--- src/rtl/fpu_arbiter.sv ---
// Round-robin arbiter that shares one combinational FPU among N_REQ requesters.
// One operation in flight; per-opcode latency is counted down before the result is captured.
module fpu_arbiter #(
    parameter int N_REQ   = 4,
    parameter int LAT_DIV = 4,
    parameter int LAT_MUL = 2,
    parameter int LAT_DEF = 1
) (
    input  logic                clk,
    input  logic                reset_n,
    input  logic [N_REQ-1:0]    req_valid,
    output logic [N_REQ-1:0]    req_ready,
    input  logic [5*N_REQ-1:0]  req_select,
    input  logic [32*N_REQ-1:0] req_data1,
    input  logic [32*N_REQ-1:0] req_data2,
    input  logic [32*N_REQ-1:0] req_data3,
    output logic [N_REQ-1:0]    resp_valid,
    input  logic [N_REQ-1:0]    resp_ready,
    output logic [31:0]         resp_result,
    output logic [4:0]          fpu_select,
    output logic [31:0]         fpu_data1,
    output logic [31:0]         fpu_data2,
    output logic [31:0]         fpu_data3,
    input  logic [31:0]         fpu_result,
    output logic                busy
);
    localparam int GW = (N_REQ > 1) ? $clog2(N_REQ) : 1;
    localparam int CW = 8;

    typedef enum logic [1:0] {IDLE, EXEC, RESP} state_t;

    state_t         state, state_nxt;
    logic [GW-1:0]  ptr, gnt, gnt_idx;
    logic [CW-1:0]  cnt;
    logic           gnt_any;

    logic [4:0]  sel_a [N_REQ];
    logic [31:0] d1_a  [N_REQ];
    logic [31:0] d2_a  [N_REQ];
    logic [31:0] d3_a  [N_REQ];

    for (genvar i = 0; i < N_REQ; i++) begin : g_unpack
        assign sel_a[i] = req_select[5*i +: 5];
        assign d1_a[i]  = req_data1[32*i +: 32];
        assign d2_a[i]  = req_data2[32*i +: 32];
        assign d3_a[i]  = req_data3[32*i +: 32];
    end

    // Counter preload is latency minus one so the last EXEC cycle sees cnt==0.
    function automatic logic [CW-1:0] lat_m1(input logic [4:0] sel);
        if (sel == 5'b00100)
            return CW'(LAT_DIV - 1);
        else if (sel == 5'b00011 || (sel >= 5'b01110 && sel <= 5'b10001))
            return CW'(LAT_MUL - 1);
        else
            return CW'(LAT_DEF - 1);
    endfunction

    // Scan downward so the valid bit closest to ptr is the last (winning) assignment.
    always_comb begin
        logic [GW-1:0] idx;
        gnt_any = 1'b0;
        gnt_idx = '0;
        idx     = '0;
        for (int k = N_REQ - 1; k >= 0; k--) begin
            idx = GW'((int'(ptr) + k) % N_REQ);
            if (req_valid[idx]) begin
                gnt_any = 1'b1;
                gnt_idx = idx;
            end
        end
    end

    always_comb begin
        state_nxt  = state;
        req_ready  = '0;
        resp_valid = '0;
        case (state)
            IDLE: begin
                if (gnt_any && reset_n) begin
                    req_ready[gnt_idx] = 1'b1;
                    state_nxt          = EXEC;
                end
            end
            EXEC: begin
                if (cnt == '0) state_nxt = RESP;
            end
            RESP: begin
                resp_valid[gnt] = 1'b1;
                if (resp_ready[gnt]) state_nxt = IDLE;
            end
            default: state_nxt = IDLE;
        endcase
    end

    assign busy = (state != IDLE);

    always_ff @(posedge clk or negedge reset_n) begin
        if (!reset_n) begin
            state       <= IDLE;
            ptr         <= '0;
            gnt         <= '0;
            cnt         <= '0;
            fpu_select  <= '0;
            fpu_data1   <= '0;
            fpu_data2   <= '0;
            fpu_data3   <= '0;
            resp_result <= '0;
        end else begin
            state <= state_nxt;
            case (state)
                IDLE: begin
                    if (gnt_any) begin
                        gnt        <= gnt_idx;
                        fpu_select <= sel_a[gnt_idx];
                        fpu_data1  <= d1_a[gnt_idx];
                        fpu_data2  <= d2_a[gnt_idx];
                        fpu_data3  <= d3_a[gnt_idx];
                        cnt        <= lat_m1(sel_a[gnt_idx]);
                    end
                end
                EXEC: begin
                    if (cnt == '0) resp_result <= fpu_result;
                    else           cnt <= cnt - 1'b1;
                end
                RESP: begin
                    if (resp_ready[gnt])
                        ptr <= (gnt == GW'(N_REQ - 1)) ? '0 : gnt + 1'b1;
                end
                default: ;
            endcase
        end
    end
endmodule

--- config.mk ---
export PLATFORM = sky130hd
export DESIGN_NAME = fpu_arbiter
export DESIGN_NICKNAME = d
export VERILOG_FILES = /design/src/rtl/fpu_arbiter.sv
export SDC_FILE = /design/constraint.sdc
export NUM_CORES = 1
export LEC_CHECK = 0
export CAP_MARGIN = 30
export CORE_AREA = 2 2 229 231
export CTS_CLUSTER_DIAMETER = 60
export DETAILED_ROUTE_END_ITERATION = 7
export DIE_AREA = 0 0 231 233
export GPL_TIMING_DRIVEN = 1
export PLACE_DENSITY = 0.53
export SETUP_SLACK_MARGIN = 0.02
export SLEW_MARGIN = 20
export SYNTH_ARGS = -nofsm -noshare
export SYNTH_HDL_FRONTEND = slang
export SYNTH_SLANG_ARGS = --single-unit
export TNS_END_PERCENT = 10
--- constraint.sdc ---
create_clock -name clk -period 6 [get_ports clk]
set_clock_uncertainty 0.05 [all_clocks]
set_input_delay 0.9 -clock clk [delete_from_list [all_inputs] [get_ports clk]]
set_output_delay 0.9 -clock clk [all_outputs]
set_load 0.005 [all_outputs]
* Yosys cells after proc, flatten, opt, wreduce, memory -nomap -nowiden *
Index checks and enable logic that the tools add are counted.

operators by class
  bitwise logic cells = 1
  mux-type cells = 47
  add/subtract/negate cells = 5
  reductions and logical operators = 14
  order comparisons = 11
  equal/unequal tests = 10

operators with widths
  cell                                                         number
  binary-select mux 32 bit (select 2 bit)                      3
  2-to-1 mux 32 bit                                            6
  less-than comparator 2 x 3 -> 1 bit (second input constant)  6
  2-to-1 mux 2 bit                                             9
  2-to-1 mux 8 bit                                             2
  case mux 8 bit (2 select lines)                              1
  2-to-1 mux 1 bit                                             12
  2-to-1 mux 4 bit                                             3
  binary-select mux 1 bit (select 2 bit)                       5
  binary-select mux 5 bit (select 2 bit)                       1
  2-to-1 mux 5 bit                                             2
  inequality test 2 bit (second input constant)                5
  logical NOT 8 bit                                            1
  subtractor 8 x 1 -> 8 bit (second input constant)            1
  case mux 2 bit (3 select lines)                              1
  AND reduction 2 bit                                          3
  AND reduction 3 bit                                          2
  equality test 5 x 2 -> 1 bit (second input constant)         1
  equality test 5 x 3 -> 1 bit (second input constant)         1
  >= comparator 5 x 4 -> 1 bit (second input constant)         1
  <= comparator 5 bit (second input constant)                  1
  adder 2 x 1 -> 2 bit (second input constant)                 2
  adder 2 bit (second input constant)                          2
  demux 1 bit (select 2 bit)                                   2
  other kinds (9)                                              15

storage, ports and cells
  word-level logic and storage cells = 97
  input bits = 446
  output and inout port bits = 142
  register bits = 147

* Logic depth before layout (Yosys ltp) *
  depth in word-level cells = 18
  gate-level depth with buffers = 10
  mapped depth without buffers = 9

* Worst setup path after synthesis *
Ideal clock, no wire load.

  path kind = input -> output
  from = input port req_valid[2]
  to = output port req_ready[1]
  slack = 2.775 ns
  arrival = 2.275 ns
  required time = 5.050 ns
  buffers on the path = 2
  stages on the path = 7
  cells stage by stage = nor2b_2 -> o21ba_1 -> a211oi_2 -> buf_2 -> buf_1 -> nand3_1 -> nor2_1

between the ends
  word-level cells in the longest chain between the ends = 12
  elaborated cells between the ends (all ways) = 24
  classes of those cells = order compare (2); mux (20); reduce/logical (2)

RTL lines
  element                                                                                                    RTL line  text
  start, declared                                                                                            11        input logic [N_REQ-1:0] req_valid,
  binary-select mux 1 bit (select 2 bit)                                                                     67        if (req_valid[idx]) begin
  2-to-1 mux 1 bit (not written as such)                                                                     67
  2-to-1 mux 2 bit (4 in a row)                                                                              67
  less-than comparator 2 x 3 -> 1 bit (not written as such) or >= comparator 2 x 1 -> 1 bit (tied branches)  81        req_ready[gnt_idx] = 1'b1;
  logical AND 1 bit (not written as such)                                                                    81
  2-to-1 mux 1 bit (not written as such)                                                                     81
  demux 1 bit (select 2 bit)                                                                                 81
  2-to-1 mux 4 bit (*)                                                                                       80        if (gnt_any && reset_n) begin
  2-to-1 mux 4 bit (*)                                                                                       78        case (state)
  end, declared                                                                                              12        output logic [N_REQ-1:0] req_ready,

Mark *: on every way between the ends. The rest lies on a longest branch, timed or not. The select of a mux whose other input is x is not followed.

* Final worst setup path *
  from = input port req_valid[2]
  to = output port req_ready[2]

Same word-level chain as after synthesis.

==> results.tsv <==
metric	value	unit
Static Leak	6.90	nW
clock sinks	147	
Post-synth EDFFs	0	
vias in the first global route	10700	
RSZ-0062 raised after global routing	false	
CP arrival	3.30	ns
post-DP HPWL	32600	µm
R2R cell count	8	
setup TNS	0	ns
router iterations before antenna repair	5	
first-pass GRT wire length	63400	µm
cell mode on critical path	clkdlybuf4s50_1	
Clock Root Buffer	clkbuf_16	
Internal Pwr Total	3.96	mW
Worst Path Required	5.05	ns
min-delay worst type	primary input to asynchronous set/reset pin	
Max FO, Critical Path	42	
die area	53800	µm²
area share of the largest cell type after synthesis	0.415	
relative slew slack	0.328	
routability congestion estimate	0.923	
final WL	42600	µm
power share of the clock group	0.167	
Worst setup EP type	output pin	
proportion of layout cells with a drive suffix above 1	0.0513	
CTS H-tree depth	4	
final-report hold violation count	0	
die height	233	µm
CTS buffer count	17	
Min Clock Period, post-route	4.25	ns
Setup-failing EPs final	0	
Reg2Reg Setup Slack	2.88	ns
cell area after layout	16000	µm²
drt initial violations	542	
Flop pwr share	0.265	
Max Transition Viols Final	0	
Global Route Usage Sum	0.157	
outcome	finished clean	
Net Sw Frac	0.416	
Post-Syn Nets	1722	
CP Launch Type	primary input	
top cells by area, synth	dfrtp_1, nand2_1, nand3_1	
post-cts resize count	0	
Clock Pin Slew Worst Setup and Hold Paths	0.07	ns
number of core rows	83	
I/O pin cnt	588	
core box area	51100	µm²
CTS Buffer Depth	2	
grt ovf	0	
Clk Latency, worst-skew pair	0.48	ns
vias per cell	4.20	
largest net degree at the start of global routing	102	
Synth Warn #	0	
reg-to-reg critical path startpoint	ptr[1]	
mapped cell area	8860	µm²
CTS Hold Bufs	0	
r2r endpoint	cnt[1]	
final routed DRC violation total	0	
crit-path max cell delay	0.54	ns
most frequent cell after synthesis	nand2_1	
WS Path Type	primary input to output pin	
fmax	0.235	GHz
largest area contributor in the netlist	dfrtp_1	
post-synthesis sequential area ratio	0.415	
Die X	231	µm
CTS tree	done	
Post-Place Cell Area	15400	µm²
PortBufs	587	
number of synthesized register bits	147	
Vias	10500	
Post CTS Setup Buffer Count	0	
Mapped Cells	1270	
initial antenna violation count	4	
Post-DRT Antenna Nets	0	
Psw	2.81	mW
crit share post-route	0.709	
Primary FF master, synth	dfrtp_1	
Max Cap Violations	0	
starting density of the core	0.173	
Critical Path Slowest Stage Cell	clkdlybuf4s50_1	
synth cell count leaders	nand2_1, nand3_1, dfrtp_1	
Async S/R FF share, synth	1.00	
crit-path cells	clkdlybuf4s50_1, nor2b_1, a211o_1, nand2_4, nor3_1, clkdlybuf4s50_1	
Logic pwr share	0.568	
Wirelength per Cell	17.1	µm
Pwr Density	423	nW/µm²
Avg Cell Area, Syn	6.97	µm²
Layout fillers	5580	
synth unique cells	45	
peak supply drop	0.220	mV
Area Growth Syn to Fin	80.8	%
Worst Tran Pin Value	1.01	ns
final net count	2251	
[state kept, by name, indices dropped and copies added, names as in the netlist]
register	flops
ptr	2
fpu_select	5
fpu_data2	32
fpu_data3	32
cnt	8
state	2
fpu_data1	32
gnt	2
resp_result	32
[cells by family after synthesis]
group,synth area share
buffers and inverters,0.0422
DFF,0.415
AOI/OAI and AO/OA,0.0845
and+or+nand+nor,0.396
xor gates and xnor gates,0.00593
muxes,0.0470
adders and majority gates,0.00848
[metrics by stage]
step                      hold WS, ns  power, mW  setup slack (ns)  instances   util
after CTS                       0.219       6.93              1.65       2491  0.313
after floorplan                 0.423       3.67              2.78       1270      -
final                           0.256       6.77              1.75       2495  0.313
after global routing            0.239       7.40              1.51       2494  0.313
after detailed placement        0.420       5.73              1.66       2459  0.301
after global placement          0.411       5.67              1.71       2458  0.301
[power by group through the flow]
stage | logic [mW] | clock network, mW | registers [mW]
3_3_place_gp | 3.88 | 0 | 1.79
5_1_grt | 4.31 | 1.23 | 1.87
4_1_cts | 3.93 | 1.20 | 1.80
6_report | 3.85 | 1.13 | 1.79
3_5_place_dp | 3.92 | 0 | 1.81
2_1_floorplan | 1.87 | 0 | 1.80
[placed cells by master, fill, tap and decap left out, drive strengths merged, types with 2 or more instances in the layout]
cell type	synthesis	layout
clkbuf	63	17
buf	28	15
nor2	13	13
or2	3	3
xor2	4	4
nor3	4	4
and3	6	6
o21ai	115	115
ha	6	6
bufinv	0	2
mux2	35	35
nand2	594	594
nor2b	5	5
o21ba	2	2
nor4	2	2
nand3	205	205
xnor2	2	2
a211oi	3	3
clkinvlp	0	2
dfrtp	147	147
and2	4	4
inv	7	14
or3	2	2
clkdlybuf4s50	0	586
o31ai	2	2
a211o	2	2
o22ai	3	3
clkinv	0	4
diode	0	3
[layer usage]
layer / share of wire / global-route usage
met1: 0.40 / 0.181
met2: 0.49 / 0.266
met3: 0.073 / 0.0505
met4: 0.034 / 0.0714
met5: 0.00031 / 0
[worst max path at each step]
stage | start | slack [ns] | end
floorplan | req_valid[2] | 2.78 | req_ready[1]
global placement | req_valid[3] | 1.71 | req_ready[0]
detailed placement | req_valid[3] | 1.66 | req_ready[2]
CTS | req_valid[3] | 1.65 | req_ready[2]
global route | req_valid[2] | 1.51 | req_ready[2]
finish | req_valid[2] | 1.75 | req_ready[2]
[layout make-up]
| type | count | area [µm²] | share of cell area |
|---|---|---|---|
| antenna | 3 | 7.51 | 0.000469 |
| clock buffer | 17 | 425 | 0.0266 |
| inverter | 7 | 26.3 | 0.00164 |
| sequential | 147 | 3680 | 0.230 |
| clock inverter | 15 | 171 | 0.0107 |
| timing repair buffer | 601 | 6010 | 0.375 |
| tap | 680 | 851 | 0.0531 |
| multi-input combinational | 1025 | 4840 | 0.302 |
[critical path: cells and delay by family]
family                 cells  cell delay (ns)
AO/OA/AOI/OAI              1             0.36
buffers and inverters      2             1.03
AND/OR/NAND/NOR            3             1.00
(Power assumes the default switching activity.)
